### src/rtl/softmax_normalizer.sv
// Buffers one frame of pseudo-exponential values, sums them, then emits each
// element's probability floor(val*2^OUT_W/sum) using one shared restoring divider.
module softmax_normalizer #(
    parameter int N     = 4,
    parameter int OUT_W = 8
) (
    input  logic                              clk,
    input  logic                              rst,
    input  logic                              in_valid,
    output logic                              in_ready,
    input  logic [2:0]                        mant_in,
    input  logic [2:0]                        exp_in,
    output logic                              out_valid,
    input  logic                              out_ready,
    output logic [OUT_W-1:0]                  prob_out,
    output logic [((N > 1) ? $clog2(N) : 1)-1:0] out_idx,
    output logic                              out_last,
    output logic                              busy
);

    localparam int IDX_W  = (N > 1) ? $clog2(N) : 1;
    localparam int DEPTH  = 2 ** IDX_W;
    localparam int SUM_W  = 11 + $clog2(N);
    localparam int REM_W  = SUM_W + 1;
    localparam int STEP_W = $clog2(OUT_W + 2);
    localparam logic [IDX_W-1:0]  LAST_IDX  = IDX_W'(N - 1);
    localparam logic [STEP_W-1:0] LAST_STEP = STEP_W'(OUT_W + 1);

    typedef enum logic [1:0] {
        COLLECT = 2'd0,
        DIV     = 2'd1,
        OUT     = 2'd2
    } state_t;

    state_t            state, state_nxt;
    logic [10:0]       val_buf [DEPTH];
    logic [SUM_W-1:0]  sum;
    logic [IDX_W-1:0]  count;
    logic [IDX_W-1:0]  idx;
    logic [STEP_W-1:0] step;
    logic [REM_W-1:0]  rem;
    logic [OUT_W:0]    quot;

    logic [10:0]       in_val;
    logic              accept;
    logic              rem_ge;
    logic [REM_W-1:0]  rem_sel;
    logic [REM_W-1:0]  rem_next;
    logic [OUT_W-1:0]  prob_sat;

    assign in_val   = 11'({1'b1, mant_in}) << exp_in;
    assign accept   = in_valid && in_ready;
    assign rem_ge   = rem >= REM_W'(sum);
    assign rem_sel  = rem_ge ? (rem - REM_W'(sum)) : rem;
    assign rem_next = rem_sel << 1;
    // A quotient of exactly 2^OUT_W only happens when the element is the whole sum.
    assign prob_sat = quot[OUT_W] ? '1 : quot[OUT_W-1:0];

    always_ff @(posedge clk or posedge rst) begin
        if (rst) begin
            state <= COLLECT;
        end else begin
            state <= state_nxt;
        end
    end

    always_comb begin
        state_nxt = state;
        in_ready  = 1'b0;
        out_valid = 1'b0;
        busy      = 1'b0;
        prob_out  = '0;
        out_idx   = '0;
        out_last  = 1'b0;
        case (state)
            COLLECT: begin
                in_ready = 1'b1;
                if (accept && count == LAST_IDX) begin
                    state_nxt = DIV;
                end
            end
            DIV: begin
                busy = 1'b1;
                if (step == LAST_STEP) begin
                    state_nxt = OUT;
                end
            end
            OUT: begin
                busy      = 1'b1;
                out_valid = 1'b1;
                prob_out  = prob_sat;
                out_idx   = idx;
                out_last  = (idx == LAST_IDX);
                if (out_ready) begin
                    state_nxt = (idx == LAST_IDX) ? COLLECT : DIV;
                end
            end
            default: state_nxt = COLLECT;
        endcase
    end

    // Step 0 of DIV loads the element; steps 1..OUT_W+1 each retire one quotient bit.
    always_ff @(posedge clk or posedge rst) begin
        if (rst) begin
            sum   <= '0;
            count <= '0;
            idx   <= '0;
            step  <= '0;
            rem   <= '0;
            quot  <= '0;
        end else begin
            case (state)
                COLLECT: begin
                    step <= '0;
                    if (accept) begin
                        sum   <= sum + SUM_W'(in_val);
                        count <= (count == LAST_IDX) ? '0 : count + 1'b1;
                    end
                end
                DIV: begin
                    if (step == '0) begin
                        rem  <= REM_W'(val_buf[idx]);
                        quot <= '0;
                        step <= step + 1'b1;
                    end else begin
                        rem  <= rem_next;
                        quot <= {quot[OUT_W-1:0], rem_ge};
                        step <= (step == LAST_STEP) ? '0 : step + 1'b1;
                    end
                end
                OUT: begin
                    step <= '0;
                    if (out_ready) begin
                        if (idx == LAST_IDX) begin
                            idx   <= '0;
                            sum   <= '0;
                            count <= '0;
                        end else begin
                            idx <= idx + 1'b1;
                        end
                    end
                end
                default: begin
                    sum   <= '0;
                    count <= '0;
                    idx   <= '0;
                    step  <= '0;
                end
            endcase
        end
    end

    always_ff @(posedge clk) begin
        if (accept) begin
            val_buf[count] <= in_val;
        end
    end

endmodule

### config.mk
export PLATFORM = sky130hd
export DESIGN_NAME = softmax_normalizer
export DESIGN_NICKNAME = d
export VERILOG_FILES = /design/src/rtl/softmax_normalizer.sv
export SDC_FILE = /design/constraint.sdc
export NUM_CORES = 1
export LEC_CHECK = 0
export CAP_MARGIN = 20
export CORE_MARGIN = 3
export CORE_UTILIZATION = 45
export CTS_BUF_LIST = sky130_fd_sc_hd__clkbuf_4
export DETAILED_ROUTE_END_ITERATION = 8
export PLACE_DENSITY = 0.7
export SLEW_MARGIN = 20
export SYNTH_ARGS = -nofsm -noshare
export SYNTH_HDL_FRONTEND = slang
export SYNTH_SLANG_ARGS = --single-unit
### constraint.sdc
create_clock -name clk -period 2.5 [get_ports clk]
set_clock_uncertainty 0.15 [all_clocks]
set_input_delay 0.5 -clock clk [delete_from_list [all_inputs] [get_ports clk]]
set_output_delay 0.5 -clock clk [all_outputs]
set_load 0.02 [all_outputs]
==> impl_metrics.tcl, run 1 <==
set metrics [dict create \
    grt_max_degree 47 \
    yosysWarnings 0 \
    via_count 4203 \
    cts-root-buf "clkbuf_4" \
    grt_pass1_vias 4267 \
    antenna_found_initial 1 \
    final_hold_viol_count 0 \
    dpl.hpwl_mm 9.17 \
    cp.required_ns 2.71 \
    fin_util_pct 61.2 \
    synth_area_leaders "edfxtp_1 25%, dfrtp_1 22%, ha_1 8.6%" \
    htreeDepth 3 \
    wire_per_inst_um 17.0 \
    grt_use_total_pct 20.1 \
    cts_tree "built" \
    min_path_type "in -> async" \
    clk_latency_ns 0.45 \
    grt_pass1_wl_mm 20.6 \
    relSlewSlack_pct 62.9 \
    crit_start "mant_in[0]" \
    dr.pass1.iters 4 \
    finalMaxSlewViolations 0 \
    worst_pin_slew_ns 0.550 \
    viasPerCell 5.60 \
    end_kind "flop" \
    yosys.cell_count.top_type "dfrtp_1" \
    route.final.wire_length_mm 12.8 \
    cp-start-kind "primary input" \
    peakVddDrop_mv 0.786 \
    clockBufferDepth 2 \
    fmax_ghz 0.401 \
    fp.dieH_um 114 \
    crit_fanout 4 \
    syn2layout_area_growth_pct 29.9 \
    ys_ff_latch 90 \
    period_share_pct 99.9 \
    power.density_nw_per_um2 1250 \
    num_rows 38 \
    placed_area_um2 6260 \
    io_buffers 23 \
    synth_edf_count 44 \
    start_util_pct 47.2 \
    num_antenna_cells 0 \
    yosysUniqueCellTypes 67 \
    cap_viol_max_count 0 \
    status "finished clean" \
    yosysSeqAreaShare_pct 47.1 \
    final_nets 653 \
    synthCells 492 \
    r2r-start "sum[0]" \
    synthFlopType "dfrtp_1" \
    die_x_um 114 \
    coreArea_um2 11100 \
    clk_pin_slew_ns 0.15 \
    critPathKind "in -> reg" \
    syn-mean-instance-area_um2 10.7 \
    drc_errors 0 \
    antenna_left 0 \
    synth.top_cell.area_share_pct 25.2 \
    synth_area_leader_cell "edfxtp_1" \
    synth_top_cells_by_count "46 x dfrtp_1, 44 x edfxtp_1, 43 x nor2_1" \
    hold_buffers 0 \
    drive_above_1_share_pct 32.8 \
    die_area_um2 13000 \
    grt_remaining_overflow 0 \
    netlist_area_um2 5250 \
    numCtsBuffers 9 \
    drtIter0Drc 249 \
    setup_viol 0 \
    gp_congestion 0.820 \
    syn_nets 540 \
    async_reset_ff_share_pct 51.1 \
    crit_arrival_ns 2.70 \
    rsz0062_at_grt "yes" \
    p_leak_nw 2.89 \
    fin_crit_ns 2.50 \
    pin_count 24 \
    fin_area_um2 6810 \
    numClockSinks 90 \
]
==> power breakdown <==
part / switching, mW / leakage (nW) / internal (mW)
Clock: 0.536 / 0.0790 / 0.322
Sequential: 0.207 / 1.02 / 1.88
Combinational: 2.85 / 1.79 / 2.75
==> layout make-up <==
cell class | instances | area, um2
flip-flops and latches | 90 | 2470
inverters | 39 | 151
multi-input cells | 344 | 2900
fillers | 916 | 4310
clock buffers | 9 | 67.6
well taps | 140 | 175
clock inverters | 7 | 83.8
repair buffers | 121 | 966
==> critical path: stages <==
cell	delay (ns)
dlygate4sd2_1	0.24
buf_4	0.14
mux2i_4	0.09
buf_4	0.16
a211oi_4	0.28
ha_4	0.27
o211ai_1	0.27
a21oi_4	0.06
o21ai_2	0.18
a21boi_2	0.10
o21a_1	0.20
o32ai_2	0.22
==> repair_timing <==
action	4_1_cts	5_1_grt
endpoints found under the setup margin	28	29
endpoints found under the hold margin	0	0
gates cloned	0	1
resized for setup	48	54
setup buffers	8	12
pin swaps	16	22
==> metrics by stage <==
stage | setup TNS (ns) | std cells | hold slack, ns | worst slack [ns] | power [mW]
floorplan | -0.00908 | 492 | 0.328 | -0.00908 | 5.31
global placement | -6.51 | 713 | 0.353 | -0.742 | 6.72
detailed placement | -7.63 | 713 | 0.362 | -0.855 | 6.87
CTS | -0.0544 | 737 | 0.230 | -0.0544 | 8.03
global route | -0.164 | 750 | 0.245 | -0.0379 | 9.21
finish | 0 | 750 | 0.232 | 0.00367 | 8.55
==> sequential cells by signal, summed over array words and instances (netlist names) <==
signal / cells
step: 4
state: 2
quot: 9
count: 2
sum: 13
val_buf: 44
rem: 14
idx: 2
==> logic make-up (layout without fill, tap and decap cells) <==
family	after synthesis	in the layout	synth area share [%]
compound gates	126	126	16.1
buf+inv	58	176	4.41
fa+ha+maj	38	38	9.35
xor+xnor	17	17	2.84
flops	90	90	47.1
mux	17	17	5.99
simple gates	146	146	14.2
==> cell usage in the layout (no fill, tap or decap), drive strengths merged, types with 3 or more instances in the layout <==
cell type      count
o22ai              3
nand2             24
mux4              11
o21ai             37
dfrtp             46
xnor2             11
a31oi              6
nand4              3
a21boi             4
or3                3
a32oi              3
inv               42
o21bai             3
buf               98
a211oi             4
ha                36
clkbuf            18
a22o               9
edfxtp            44
nand2b             8
mux2i              4
and3              16
nor3              10
o21a               6
xor2               6
dlygate4sd2        8
o311ai             4
nor4               3
nor2b             10
clkdlybuf4s50      3
a21o               3
a21oi             26
o31ai              3
nor2              43
nand3             15
==> routing by layer <==
metal,vias to the layer above,track usage (%),part of all wire (%)
li1,2043,-,-
met3,29,3.66,3.6
met4,2,7.28,2.4
met5,-,0,0.055
met2,76,33.5,49
met1,2053,26.3,45
==> final timing paths <==
kind                            depth (start not counted)  endpoint  slack [ns]
min in group clk                                        1   step[0]        0.38
worst max-delay path                                   12   sum[10]       0.004
worst max register to register                          9    rem[2]        0.06
worst min register to register                          1   step[0]        0.38
max in group asynchronous                               3    sum[7]        1.71
worst min-delay path                                    3   step[1]        0.23
No activity file was read; power rests on OpenSTA's default activity.
==> run 2: changes to the inputs <==
--- a/config.mk
+++ b/config.mk
@@ -5,12 +5,13 @@
 export SDC_FILE = /design/constraint.sdc
 export NUM_CORES = 1
 export LEC_CHECK = 0
+export ABC_AREA = 1
 export CAP_MARGIN = 20
 export CORE_MARGIN = 3
 export CORE_UTILIZATION = 45
 export CTS_BUF_LIST = sky130_fd_sc_hd__clkbuf_4
 export DETAILED_ROUTE_END_ITERATION = 8
-export PLACE_DENSITY = 0.7
+export PLACE_DENSITY = 0.69
 export SLEW_MARGIN = 20
 export SYNTH_ARGS = -nofsm -noshare
 export SYNTH_HDL_FRONTEND = slang
==> run 2 against run 1 <==
  * Register-to-register slack improved by 0.11 ns
  * Global-route usage increased by 0.18 points
  * Via count increased by 16%
  * Largest cell class unchanged
==> impl_metrics.tcl, run 2 <==
set metrics [dict create \
    status "finished clean" \
    gp_congestion 0.892 \
    path_cells "clkdlybuf4s50_1 > buf_6 > clkinvlp_4 > o21ai_2 > ha_4 > nand2_2 > inv_1 > nand2_1 > nand2_1 > nand2_1 > nand3_1 > a21oi_1 > nor2_1" \
    grt_pass1_vias 4786 \
    slowest_stage "clkdlybuf4s50_1" \
    final_nets 816 \
    io_buffers 23 \
    synthFlopType "dfrtp_1" \
    use_met3_pct 4.04 \
    switching_share_pct 49.7 \
    relSlewSlack_pct 60.1 \
    p_total_mw 7.88 \
    crit_arrival_ns 2.63 \
    fill_cells 1101 \
    fin_crit_ns 2.43 \
    synthCells 690 \
    numCtsBuffers 9 \
    cts_tree "built" \
    dpl.hpwl_mm 10.3 \
    synth_area_leader_cell "edfxtp_1" \
    dr.pass1.iters 5 \
    syn2layout_area_growth_pct 18.6 \
    p_int_mw 3.96 \
    hold_buffers 0 \
    clk_latency_ns 0.46 \
    numClockSinks 90 \
    rsz0062_at_grt "yes" \
    largest_reg_flops 44 \
    layout_commonest_cell "nand2_1" \
    syn-mean-instance-area_um2 8.11 \
    layout.cells.non_filler 942 \
    route.final.wire_length_mm 13.8 \
    multi_input_area_um2 2770 \
    async_reset_ff_share_pct 51.1 \
    synth.top_cell.area_share_pct 23.6 \
    reg2reg_slack_ns 0.17 \
    yosysSeqAreaShare_pct 44.2 \
    fp.dieH_um 118 \
    ys_ff_latch 90 \
    clk_pin_slew_ns 0.14 \
    rr_worst_depth 11 \
    wire_per_inst_um 14.7 \
    regMostFlops "val_buf" \
    drc_errors 0 \
    layout_common_cells "142 x nand2_1, 105 x inv_1, 58 x nor2_1" \
    critPathKind "in -> reg" \
    grtUsageMet2_pct 33.7 \
    period_share_pct 97.0 \
    p_leak_nw 3.18 \
    cp_common_cell "nand2_1" \
    syn_nets 738 \
    fin_util_pct 55.0 \
    cts-root-buf "clkbuf_4" \
    p_sw_mw 3.92 \
    synth_area_leaders "edfxtp_1 24%, dfrtp_1 21%, nand2_1 9.8%" \
    start_util_pct 46.4 \
    antenna_found_initial 1 \
    drive_above_1_share_pct 19.1 \
    pwr-share-clk_pct 9.1 \
    crit_start "exp_in[2]" \
    cap_viol_max_count 0 \
    cp-start-kind "primary input" \
    finalSetupTns_ns 0 \
    register_area_um2 2470 \
    htreeDepth 3 \
    cp.required_ns 2.70 \
    grt_max_degree 47 \
    pwr-share-seq_pct 26.8 \
    dp.cells 919 \
    grt_remaining_overflow 0 \
    viasPerCell 5.18 \
    yosysUniqueCellTypes 36 \
    final_hold_viol_count 0 \
    top_usage_layer "met2" \
    crit_fanout 8 \
    power.density_nw_per_um2 1190 \
    r2r-start "sum[3]" \
    peakVddDrop_mv 0.720 \
    grt_use_total_pct 20.3 \
    end_kind "flop" \
    crit_path_end "sum[11]" \
    reg_top3 "val_buf (44), rem (14), sum (13)" \
    clockBufferDepth 2 \
    synth_top_cells_by_count "146 x nand2_1, 108 x inv_1, 64 x nor2_1" \
    die_x_um 118 \
    coreArea_um2 12100 \
    max_stage_delay_ns 0.52 \
    r2r_end "rem[7]" \
    grtUsageMet1_pct 26.3 \
    synth_edf_count 44 \
    pin_count 24 \
    yosysWarnings 0 \
    min_path_type "in -> async" \
    netlist_area_um2 5600 \
    antenna_left 0 \
    via_count 4882 \
    yosys.cell_count.top_type "nand2_1" \
    grt_pass1_wl_mm 22.8 \
    setup_viol 0 \
    p_comb_share_pct 64.1 \
    drtIter0Drc 364 \
    die_area_um2 13800 \
    finalMaxSlewViolations 0 \
    num_rows 40 \
    worst_pin_slew_ns 0.598 \
    fmax_ghz 0.412 \
]
==> run 2: per-layer routing <==
metal / share of wire [%] / wire length [um] / vias to the layer above
met3: 4.6 / 635 / 24
met2: 49 / 6740 / 114
met4: 2.5 / 348 / 0
met5: 0 / 0 / -
met1: 44 / 6100 / 2304
li1: - / - / 2440
==> run 2: cells by family (layout without fill, tap and decap cells) <==
family                     count (synthesis)  after routing  synth area share, %
AOI/OAI and AO/OA                        120            120                 12.1
xor gates and xnor gates                   8              8                 1.25
adders and majority gates                 38             38                 8.77
buffers and inverters                    131            213                 9.12
DFF                                       90             90                 44.2
other                                      0              1                    0
and+or+nand+nor                          303            304                 24.5
==> run 2: area by class of cell <==
cell class | instances | share of cell area, %
multi-input cells | 470 | 41.8
clock inverters | 6 | 0.641
flip-flops and latches | 90 | 37.3
well taps | 168 | 3.17
diodes | 1 | 0.0377
clock buffers | 10 | 1.13
inverters | 118 | 6.73
repair buffers | 79 | 9.26
==> run 2: power by group through the flow <==
stage	Clock, mW	Sequential (mW)	Combinational, mW
final	0.719	2.11	5.05
after detailed placement	0	2.12	4.88
after global placement	0	2.11	4.76
after global routing	0.801	2.13	5.77
after CTS	0.748	2.09	4.87
after floorplan	0	2.07	3.71
==> run 2: per-stage QoR <==
stage / area, um2 / setup slack [ns] / hold slack [ns]
after floorplan: 5600 / 0.0547 / 0.321
after global placement: 6360 / -0.486 / 0.342
after detailed placement: 6360 / -0.584 / 0.353
after CTS: 6470 / 0.00872 / 0.325
after global routing: 6640 / -0.0493 / 0.390
final: 6640 / 0.0738 / 0.333
==> run 2: worst min path at each step <==
stage,startpoint,end,slack (ns),depth (start not counted)
after floorplan,sum[12],sum[12],0.32,2
after global placement,sum[12],sum[12],0.34,2
after detailed placement,rem[12],rem[12],0.35,2
after CTS,rst,rem[13],0.32,3
after global routing,rst,rem[13],0.39,3
final,rst,rem[13],0.33,3
==> run 2: critical path, delay by kind of cell <==
kind | cells | cell delay (ns)
buf+inv | 4 | 0.94
simple gates | 6 | 0.45
compound gates | 2 | 0.46
fa+ha+maj | 1 | 0.26
==> run 2: what timing repair did <==
| item | in CTS | in global routing |
|---|---|---|
| endpoints found under the setup margin | 18 | 21 |
| gates cloned | 0 | 1 |
| setup buffers | 0 | 5 |
| pin swaps | 0 | 10 |
| gates resized for setup | 19 | 58 |
